File: src/rtl/fft_butterfly_r2_if.sv
// Operand/result bundle for the radix-2 butterfly.
// slave  : the butterfly (consumes a, b, W; produces X0, X1, status).
// master : the upstream stage / bench driving operands and observing results.
// Signals: valid_in, data_in_{real,imag}_{0,1}, coeff_in_{real,imag},
//          valid_out, data_out_{real,imag}_{0,1}, sat_out, frame_done, frame_ovf.
interface fft_butterfly_r2_if #(
   parameter int Q_IN    = 15,
   parameter int Q_COEFF = 15,
   parameter int Q_OUT   = 15
);
   logic                    valid_in;
   logic signed [Q_IN:0]    data_in_real_0;
   logic signed [Q_IN:0]    data_in_imag_0;
   logic signed [Q_IN:0]    data_in_real_1;
   logic signed [Q_IN:0]    data_in_imag_1;
   logic signed [Q_COEFF:0] coeff_in_real;
   logic signed [Q_COEFF:0] coeff_in_imag;

   logic                    valid_out;
   logic signed [Q_OUT:0]   data_out_real_0;
   logic signed [Q_OUT:0]   data_out_imag_0;
   logic signed [Q_OUT:0]   data_out_real_1;
   logic signed [Q_OUT:0]   data_out_imag_1;
   logic                    sat_out;
   logic                    frame_done;
   logic                    frame_ovf;

   modport slave (
      input  valid_in, data_in_real_0, data_in_imag_0, data_in_real_1, data_in_imag_1,
             coeff_in_real, coeff_in_imag,
      output valid_out, data_out_real_0, data_out_imag_0, data_out_real_1, data_out_imag_1,
             sat_out, frame_done, frame_ovf
   );

   modport master (
      output valid_in, data_in_real_0, data_in_imag_0, data_in_real_1, data_in_imag_1,
             coeff_in_real, coeff_in_imag,
      input  valid_out, data_out_real_0, data_out_imag_0, data_out_real_1, data_out_imag_1,
             sat_out, frame_done, frame_ovf
   );
endinterface

File: src/rtl/fft_butterfly_r2.sv
// Radix-2 DIT butterfly: X0 = a + W*b, X1 = a - W*b, Q1.15 fixed point,
// optional /2 rounding per stage, saturation, and per-frame pair tracking.
// Ports:
//   clk   - rising-edge clock
//   reset - synchronous, active-high
//   bf    - operand/result bundle (slave side), see fft_butterfly_r2_if
// Latency: four register stages (input, multiply, round, add/sub/saturate).
module fft_butterfly_r2 #(
   parameter int Q_IN    = 15,
   parameter int Q_COEFF = 15,
   parameter int Q_OUT   = 15,
   parameter int N       = 256,
   parameter int SCALE   = 1
) (
   input  logic              clk,
   input  logic              reset,
   fft_butterfly_r2_if.slave bf
);
   localparam int WI    = Q_IN + 1;
   localparam int WC    = Q_COEFF + 1;
   localparam int WP    = 2 * WC;
   localparam int WT    = Q_IN + 3;
   localparam int WS    = Q_IN + 4;
   localparam int WO    = Q_OUT + 1;
   localparam int PAIRS = N / 2;
   localparam int CNT_W = (PAIRS > 1) ? $clog2(PAIRS) : 1;

   localparam logic signed [WP:0]    RND   = (WP+1)'(1 <<< (Q_COEFF - 1));
   localparam logic signed [WS-1:0]  ONE_S = WS'(1);
   localparam logic signed [WS-1:0]  MAX_S = WS'((1 <<< Q_OUT) - 1);
   localparam logic signed [WS-1:0]  MIN_S = WS'(-(1 <<< Q_OUT));
   localparam logic [CNT_W-1:0]      LAST  = CNT_W'(PAIRS - 1);

   logic                   v1_q, v2_q, v3_q, vo_q;
   logic signed [WI-1:0]   ar1_q, ai1_q, br1_q, bi1_q;
   logic signed [WC-1:0]   cr1_q, ci1_q;
   logic signed [WP-1:0]   pr_q, pi_q, qr_q, qi_q;
   logic signed [WI-1:0]   ar2_q, ai2_q, ar3_q, ai3_q;
   logic signed [WT-1:0]   tr_q, ti_q;
   logic signed [WO-1:0]   xr0_q, xi0_q, xr1_q, xi1_q;
   logic                   sat_q, done_q, ovf_q, acc_q;
   logic [CNT_W-1:0]       cnt_q;

   logic signed [WP-1:0]   pr_d, pi_d, qr_d, qi_d;
   logic signed [WP:0]     tr_full, ti_full;
   logic signed [WT-1:0]   tr_d, ti_d;
   logic signed [WS-1:0]   s0r_d, s0i_d, s1r_d, s1i_d;
   logic                   sat_any_d, last_d;

   function automatic logic signed [WS-1:0] scale_fn(input logic signed [WS-1:0] x);
      if (SCALE != 0) return (x + ONE_S) >>> 1;
      else            return x;
   endfunction

   function automatic logic is_ovf(input logic signed [WS-1:0] x);
      return (x > MAX_S) || (x < MIN_S);
   endfunction

   function automatic logic signed [WO-1:0] clip(input logic signed [WS-1:0] x);
      if (x > MAX_S)      return WO'(MAX_S);
      else if (x < MIN_S) return WO'(MIN_S);
      else                return WO'(x);
   endfunction

   // Operands widened before multiplying so -1 * -1 (= +2^30) fits.
   assign pr_d = WP'(cr1_q) * WP'(br1_q);
   assign pi_d = WP'(ci1_q) * WP'(bi1_q);
   assign qr_d = WP'(cr1_q) * WP'(bi1_q);
   assign qi_d = WP'(ci1_q) * WP'(br1_q);

   // One guard bit for the combine, then round half up back to data scale.
   assign tr_full = (WP+1)'(pr_q) - (WP+1)'(pi_q) + RND;
   assign ti_full = (WP+1)'(qr_q) + (WP+1)'(qi_q) + RND;
   assign tr_d    = WT'(tr_full >>> Q_COEFF);
   assign ti_d    = WT'(ti_full >>> Q_COEFF);

   always_comb begin
      s0r_d = scale_fn(WS'(ar3_q) + WS'(tr_q));
      s0i_d = scale_fn(WS'(ai3_q) + WS'(ti_q));
      s1r_d = scale_fn(WS'(ar3_q) - WS'(tr_q));
      s1i_d = scale_fn(WS'(ai3_q) - WS'(ti_q));
   end

   assign sat_any_d = is_ovf(s0r_d) | is_ovf(s0i_d) | is_ovf(s1r_d) | is_ovf(s1i_d);
   assign last_d    = (cnt_q == LAST);

   always_ff @(posedge clk) begin
      if (reset) begin
         v1_q  <= 1'b0;  v2_q  <= 1'b0;  v3_q  <= 1'b0;  vo_q  <= 1'b0;
         ar1_q <= '0;    ai1_q <= '0;    br1_q <= '0;    bi1_q <= '0;
         cr1_q <= '0;    ci1_q <= '0;
         pr_q  <= '0;    pi_q  <= '0;    qr_q  <= '0;    qi_q  <= '0;
         ar2_q <= '0;    ai2_q <= '0;    ar3_q <= '0;    ai3_q <= '0;
         tr_q  <= '0;    ti_q  <= '0;
         xr0_q <= '0;    xi0_q <= '0;    xr1_q <= '0;    xi1_q <= '0;
         sat_q <= 1'b0;  done_q <= 1'b0; ovf_q <= 1'b0;  acc_q <= 1'b0;
         cnt_q <= '0;
      end else begin
         v1_q <= bf.valid_in;
         v2_q <= v1_q;
         v3_q <= v2_q;
         vo_q <= v3_q;

         if (bf.valid_in) begin
            ar1_q <= bf.data_in_real_0;
            ai1_q <= bf.data_in_imag_0;
            br1_q <= bf.data_in_real_1;
            bi1_q <= bf.data_in_imag_1;
            cr1_q <= bf.coeff_in_real;
            ci1_q <= bf.coeff_in_imag;
         end

         if (v1_q) begin
            pr_q  <= pr_d;
            pi_q  <= pi_d;
            qr_q  <= qr_d;
            qi_q  <= qi_d;
            ar2_q <= ar1_q;
            ai2_q <= ai1_q;
         end

         if (v2_q) begin
            tr_q  <= tr_d;
            ti_q  <= ti_d;
            ar3_q <= ar2_q;
            ai3_q <= ai2_q;
         end

         if (v3_q) begin
            xr0_q  <= clip(s0r_d);
            xi0_q  <= clip(s0i_d);
            xr1_q  <= clip(s1r_d);
            xi1_q  <= clip(s1i_d);
            sat_q  <= sat_any_d;
            done_q <= last_d;
            ovf_q  <= last_d & (acc_q | sat_any_d);
            if (last_d) begin
               cnt_q <= '0;
               acc_q <= 1'b0;
            end else begin
               cnt_q <= cnt_q + CNT_W'(1);
               acc_q <= acc_q | sat_any_d;
            end
         end else begin
            // Status flags are pulses; data outputs hold between pairs.
            sat_q  <= 1'b0;
            done_q <= 1'b0;
            ovf_q  <= 1'b0;
         end
      end
   end

   assign bf.valid_out       = vo_q;
   assign bf.data_out_real_0 = xr0_q;
   assign bf.data_out_imag_0 = xi0_q;
   assign bf.data_out_real_1 = xr1_q;
   assign bf.data_out_imag_1 = xi1_q;
   assign bf.sat_out         = sat_q;
   assign bf.frame_done      = done_q;
   assign bf.frame_ovf       = ovf_q;
endmodule

File: src/flat_wrapper.sv
// flat-port wrapper written by rule: the top's interface ports become plain ports
module fft_butterfly_r2_flat 
#(
   parameter int Q_IN    = 15,
   parameter int Q_COEFF = 15,
   parameter int Q_OUT   = 15,
   parameter int N       = 256,
   parameter int SCALE   = 1
)
  (clk, reset, bf_valid_in, bf_data_in_real_0, bf_data_in_imag_0, bf_data_in_real_1, bf_data_in_imag_1, bf_coeff_in_real, bf_coeff_in_imag, bf_valid_out, bf_data_out_real_0, bf_data_out_imag_0, bf_data_out_real_1, bf_data_out_imag_1, bf_sat_out, bf_frame_done, bf_frame_ovf);
  fft_butterfly_r2_if #(.Q_IN(Q_IN), .Q_COEFF(Q_COEFF), .Q_OUT(Q_OUT)) bf_i ();
  input  logic clk;
  input  logic reset;
  input wire logic [$bits(bf_i.valid_in)-1:0] bf_valid_in;
  input wire logic [$bits(bf_i.data_in_real_0)-1:0] bf_data_in_real_0;
  input wire logic [$bits(bf_i.data_in_imag_0)-1:0] bf_data_in_imag_0;
  input wire logic [$bits(bf_i.data_in_real_1)-1:0] bf_data_in_real_1;
  input wire logic [$bits(bf_i.data_in_imag_1)-1:0] bf_data_in_imag_1;
  input wire logic [$bits(bf_i.coeff_in_real)-1:0] bf_coeff_in_real;
  input wire logic [$bits(bf_i.coeff_in_imag)-1:0] bf_coeff_in_imag;
  output wire logic [$bits(bf_i.valid_out)-1:0] bf_valid_out;
  output wire logic [$bits(bf_i.data_out_real_0)-1:0] bf_data_out_real_0;
  output wire logic [$bits(bf_i.data_out_imag_0)-1:0] bf_data_out_imag_0;
  output wire logic [$bits(bf_i.data_out_real_1)-1:0] bf_data_out_real_1;
  output wire logic [$bits(bf_i.data_out_imag_1)-1:0] bf_data_out_imag_1;
  output wire logic [$bits(bf_i.sat_out)-1:0] bf_sat_out;
  output wire logic [$bits(bf_i.frame_done)-1:0] bf_frame_done;
  output wire logic [$bits(bf_i.frame_ovf)-1:0] bf_frame_ovf;
  assign bf_i.valid_in = bf_valid_in;
  assign bf_i.data_in_real_0 = bf_data_in_real_0;
  assign bf_i.data_in_imag_0 = bf_data_in_imag_0;
  assign bf_i.data_in_real_1 = bf_data_in_real_1;
  assign bf_i.data_in_imag_1 = bf_data_in_imag_1;
  assign bf_i.coeff_in_real = bf_coeff_in_real;
  assign bf_i.coeff_in_imag = bf_coeff_in_imag;
  assign bf_valid_out = bf_i.valid_out;
  assign bf_data_out_real_0 = bf_i.data_out_real_0;
  assign bf_data_out_imag_0 = bf_i.data_out_imag_0;
  assign bf_data_out_real_1 = bf_i.data_out_real_1;
  assign bf_data_out_imag_1 = bf_i.data_out_imag_1;
  assign bf_sat_out = bf_i.sat_out;
  assign bf_frame_done = bf_i.frame_done;
  assign bf_frame_ovf = bf_i.frame_ovf;
  fft_butterfly_r2 #(.Q_IN(Q_IN), .Q_COEFF(Q_COEFF), .Q_OUT(Q_OUT), .N(N), .SCALE(SCALE)) u_core (.clk(clk), .reset(reset), .bf(bf_i));
endmodule
File: config.mk
export PLATFORM = sky130hd
export DESIGN_NAME = fft_butterfly_r2_flat
export DESIGN_NICKNAME = d
export VERILOG_FILES = /design/src/rtl/fft_butterfly_r2_if.sv /design/src/rtl/fft_butterfly_r2.sv /design/src/flat_wrapper.sv
export SDC_FILE = /design/constraint.sdc
export NUM_CORES = 2
export LEC_CHECK = 0
export CAP_MARGIN = 25
export CORE_AREA = 3 3 275 412
export DETAILED_ROUTE_END_ITERATION = 12
export DIE_AREA = 0 0 278 415
export HOLD_SLACK_MARGIN = 0.08
export PLACE_DENSITY = 0.78
export SLEW_MARGIN = 20
export SYNTH_ARGS = -nofsm -noshare
export SYNTH_HDL_FRONTEND = slang
export SYNTH_SLANG_ARGS = --single-unit
File: constraint.sdc
create_clock -name clk -period 7.9 [get_ports clk]
set_input_delay 1.185 -clock clk [delete_from_list [all_inputs] [get_ports clk]]
set_output_delay 1.185 -clock clk [all_outputs]
set_load 0.005 [all_outputs]
==> impl_metrics.csv <==
group,metric,value,unit
outcome,outcome,"completed",
setup_path,path_common_cell,"fa_1",
final_layout,syn_to_final_growth,7.91,%
synthesis,synth_nets,8319,
global_route,grt_max_degree,151,
final_layout,multi_input_area,0.0462,sq mm
setup_path,crit_start,"u_core.ci1_q[6]",
global_route,grtUsageTotal,28.1,%
final_layout,final_cells,8104,
synthesis,async_flop_share,0,%
sta,finalCritPeriodShare,90.0,%
routing,firstDrtPassIters,6,
clock_network,clock-sinks,403,
global_route,overflow,0,
clock_network,clkTransAtPathRegs,0.07,ns
sta,fin_skew,0.0434,ns
clock_network,cts_resized,0,
clock_network,numCtsBuffers,47,
sta,rsz0062_at_grt,"false",
sta,drv_slew,0,
synthesis,syn_area_per_cell,9.10,sq um
final_layout,fin_util,59.0,%
synthesis,synth_area,0.0602,sq mm
worst_hold_path,min_from,"u_core.pr_q[0]",
setup_path,cp_slowest_cell,"dfxtp_1",
power,vdd_drop_max,0.164,mV
setup_path,arrival,7.59,ns
sta,setup_viol,0,
placed_design,portBuffers,166,
worst_hold_path,min_path_type,"reg2reg",
synthesis,post_synth_inst_count,6615,
placed_design,place.gp.congestion,0.920,
setup_path,r2r_start,"u_core.ci1_q[6]",
power,powerDensity,143,mW/mm^2
floorplan,rows,149,
routing,vias,45100,
floorplan,start_util,54.7,%
placed_design,hpwl,126,mm
sta,min_period,7.11,ns
setup_path,cp.required,8.38,ns
synthesis,ys_warn_count,0,
synthesis,synth_flop_cell,"dfxtp_1",
clock_network,clock_path_buffers,3,
clock_network,holdBufCountCts,0,
synthesis,yosysSeqAreaShare,13.4,%
final_layout,regArea,0.00808,sq mm
synthesis,synth-edff-count,0,
routing,antenna_left,0,
final_layout,drive_gt1_share,4.02,%
floorplan,dieHeight,415,um
routing,viasPerCell,5.57,
floorplan,core,0.110,sq mm
sta,fin_setup_tns,0,ns
setup_path,cp-end-kind,"register",
setup_path,worstSetupStartpointType,"register",
sta,slew_headroom,27.4,%
clock_network,cts_setup_buffers,0,
setup_path,path_cells,"buf_4 -> nand2_1 -> fa_1 -> fa_1 -> fa_1 -> inv_1 -> ha_1 -> fa_1 -> fa_1 -> ha_1 -> a21o_1 -> a2111oi_2 -> o31ai_1 -> a31o_2 -> a31oi_1 -> o41a_1 -> o21ai_1 -> o41ai_1 -> a41oi_1",
floorplan,die_w,278,um
routing,drc,0,
sta,timing.fmax,141,MHz
floorplan,num_io_pins,167,
global_route,first_global_vias,48400,
routing,drt_iter0_markers,3046,
power,leakagePower,32.6,nW
placed_design,place_inst,8018,
final_layout,fillers,9431,
sta,tightest_slew,1.09,ns
setup_path,crit_path_max_fanout,17,
synthesis,yosys_register_bits,403,
clock_network,htreeDepth,2,
global_route,antenna_found_initial,2,
setup_path,path_class,"reg2reg",
synthesis,ys_types,96,
clock_network,cts-root-buf,"clkbuf_16",
clock_network,cts_tree,"yes",
final_layout,nets,8338,
sta,hold_viol,0,
routing,post_drt_wl_per_cell,19.5,um
routing,drt_wl_total,158,mm
floorplan,die_area,0.115,sq mm
flow_run,drv_cap,0,
setup_path,max_stage_delay,0.88,ns
clock_network,clock_latency,0.66,ns
global_route,grt_pass1_wl,256,mm
[final cells by class]
class	count	share of cell area, %
multi-input combinational	4668	71.2
sequential	403	12.4
inverter	1240	7.17
timing repair buffer	274	3.95
tap	1434	2.76
clock buffer	53	1.88
clock inverter	31	0.574
antenna	1	0.00385
[kinds of logic (layout without fill, tap and decap cells)]
| kind of cell | Yosys count | after routing | synth area share [%] |
|---|---|---|---|
| simple gates | 1936 | 1936 | 15.4 |
| mux | 268 | 268 | 4.46 |
| flops | 403 | 403 | 13.4 |
| other cells | 0 | 1 | 0 |
| fa+ha+maj | 1605 | 1605 | 46.5 |
| compound gates | 642 | 642 | 7.36 |
| buf+inv | 1544 | 1598 | 9.76 |
| xor+xnor | 217 | 217 | 3.16 |
[cell usage after synthesis, drive strengths merged (12+ instances only)]
master | instances | area (sq um)
buf | 26 | 146
o211ai | 12 | 90.1
nand2 | 596 | 2240
o22ai | 12 | 75.1
dfxtp | 403 | 8070
o21ai | 91 | 467
or3 | 17 | 106
o31ai | 12 | 90.1
clkbuf | 278 | 1070
nand2b | 48 | 300
inv | 1239 | 4650
mux2i | 266 | 2660
a31oi | 25 | 156
nor2b | 26 | 163
nand3 | 50 | 260
o21bai | 23 | 173
and3 | 19 | 120
nor2 | 529 | 1990
nand4 | 23 | 144
a21oi | 185 | 967
and2 | 506 | 3170
a211o | 16 | 140
o21a | 31 | 233
a211oi | 50 | 398
xnor2 | 156 | 1370
xor2 | 61 | 534
fa | 1052 | 21100
a22o | 12 | 105
nor3 | 88 | 490
a21o | 83 | 626
ha | 553 | 6920
[layout by cell type, fill, tap and decap left out, drive strengths merged, types with 61 or more instances in the layout]
cell / instances
inv: 1245
fa: 1052
nand2: 596
ha: 553
nor2: 529
and2: 506
dfxtp: 403
mux2i: 266
a21oi: 185
clkdlybuf4s50: 164
xnor2: 156
buf: 110
o21ai: 91
nor3: 88
a21o: 83
xor2: 61
[critical path: cells and delay by family (launching register included)]
kind | cells | cell delay, ns
buf+inv | 2 | 0.42
fa+ha+maj | 7 | 3.17
flops | 1 | 0.88
compound gates | 9 | 2.35
simple gates | 1 | 0.12
[flip-flops by register name, summed over array words and instances (netlist names), 18 cells and up]
name,flops
u_core.tr_q,18
u_core.pr_q,32
u_core.qr_q,32
u_core.qi_q,32
u_core.ti_q,18
u_core.pi_q,32
[per-stage QoR]
| stage | hold slack (ns) | power [mW] | cell area, sq um | worst slack [ns] |
|---|---|---|---|---|
| floorplan | 0.429 | 5.57 | 60200 | 1.72 |
| global placement | 0.450 | 6.82 | 63300 | 1.01 |
| detailed placement | 0.459 | 6.94 | 63300 | 0.891 |
| CTS | 0.469 | 9.30 | 64900 | 0.895 |
| global route | 0.491 | 9.92 | 64900 | 0.405 |
| finish | 0.466 | 9.29 | 64900 | 0.788 |
[metal layers]
metal  track usage, %  part of all wire, %
met1             32.7                   37
met2             47.7                   48
met3             3.85                  6.4
met4             19.6                  8.7
met5                0                    0
[where the power goes]
| group | leakage, nW | internal (mW) | switching, mW |
|---|---|---|---|
| clock network | 0.770 | 1.30 | 1.03 |
| logic | 28.5 | 1.81 | 2.75 |
| registers | 3.29 | 2.18 | 0.228 |
| total | 32.6 | 5.28 | 4.00 |
[path summary, 6_finish.rpt]
path / endpoint / slack, ns / cells after the start
setup / recovery: u_core.pi_q[31] / 0.79 / 19
hold / removal: u_core.pr_q[0] / 0.47 / 2
setup reg to reg: u_core.pi_q[31] / 0.79 / 19
hold reg to reg: u_core.pr_q[0] / 0.47 / 2
Power figures use the tool's default switching activity.
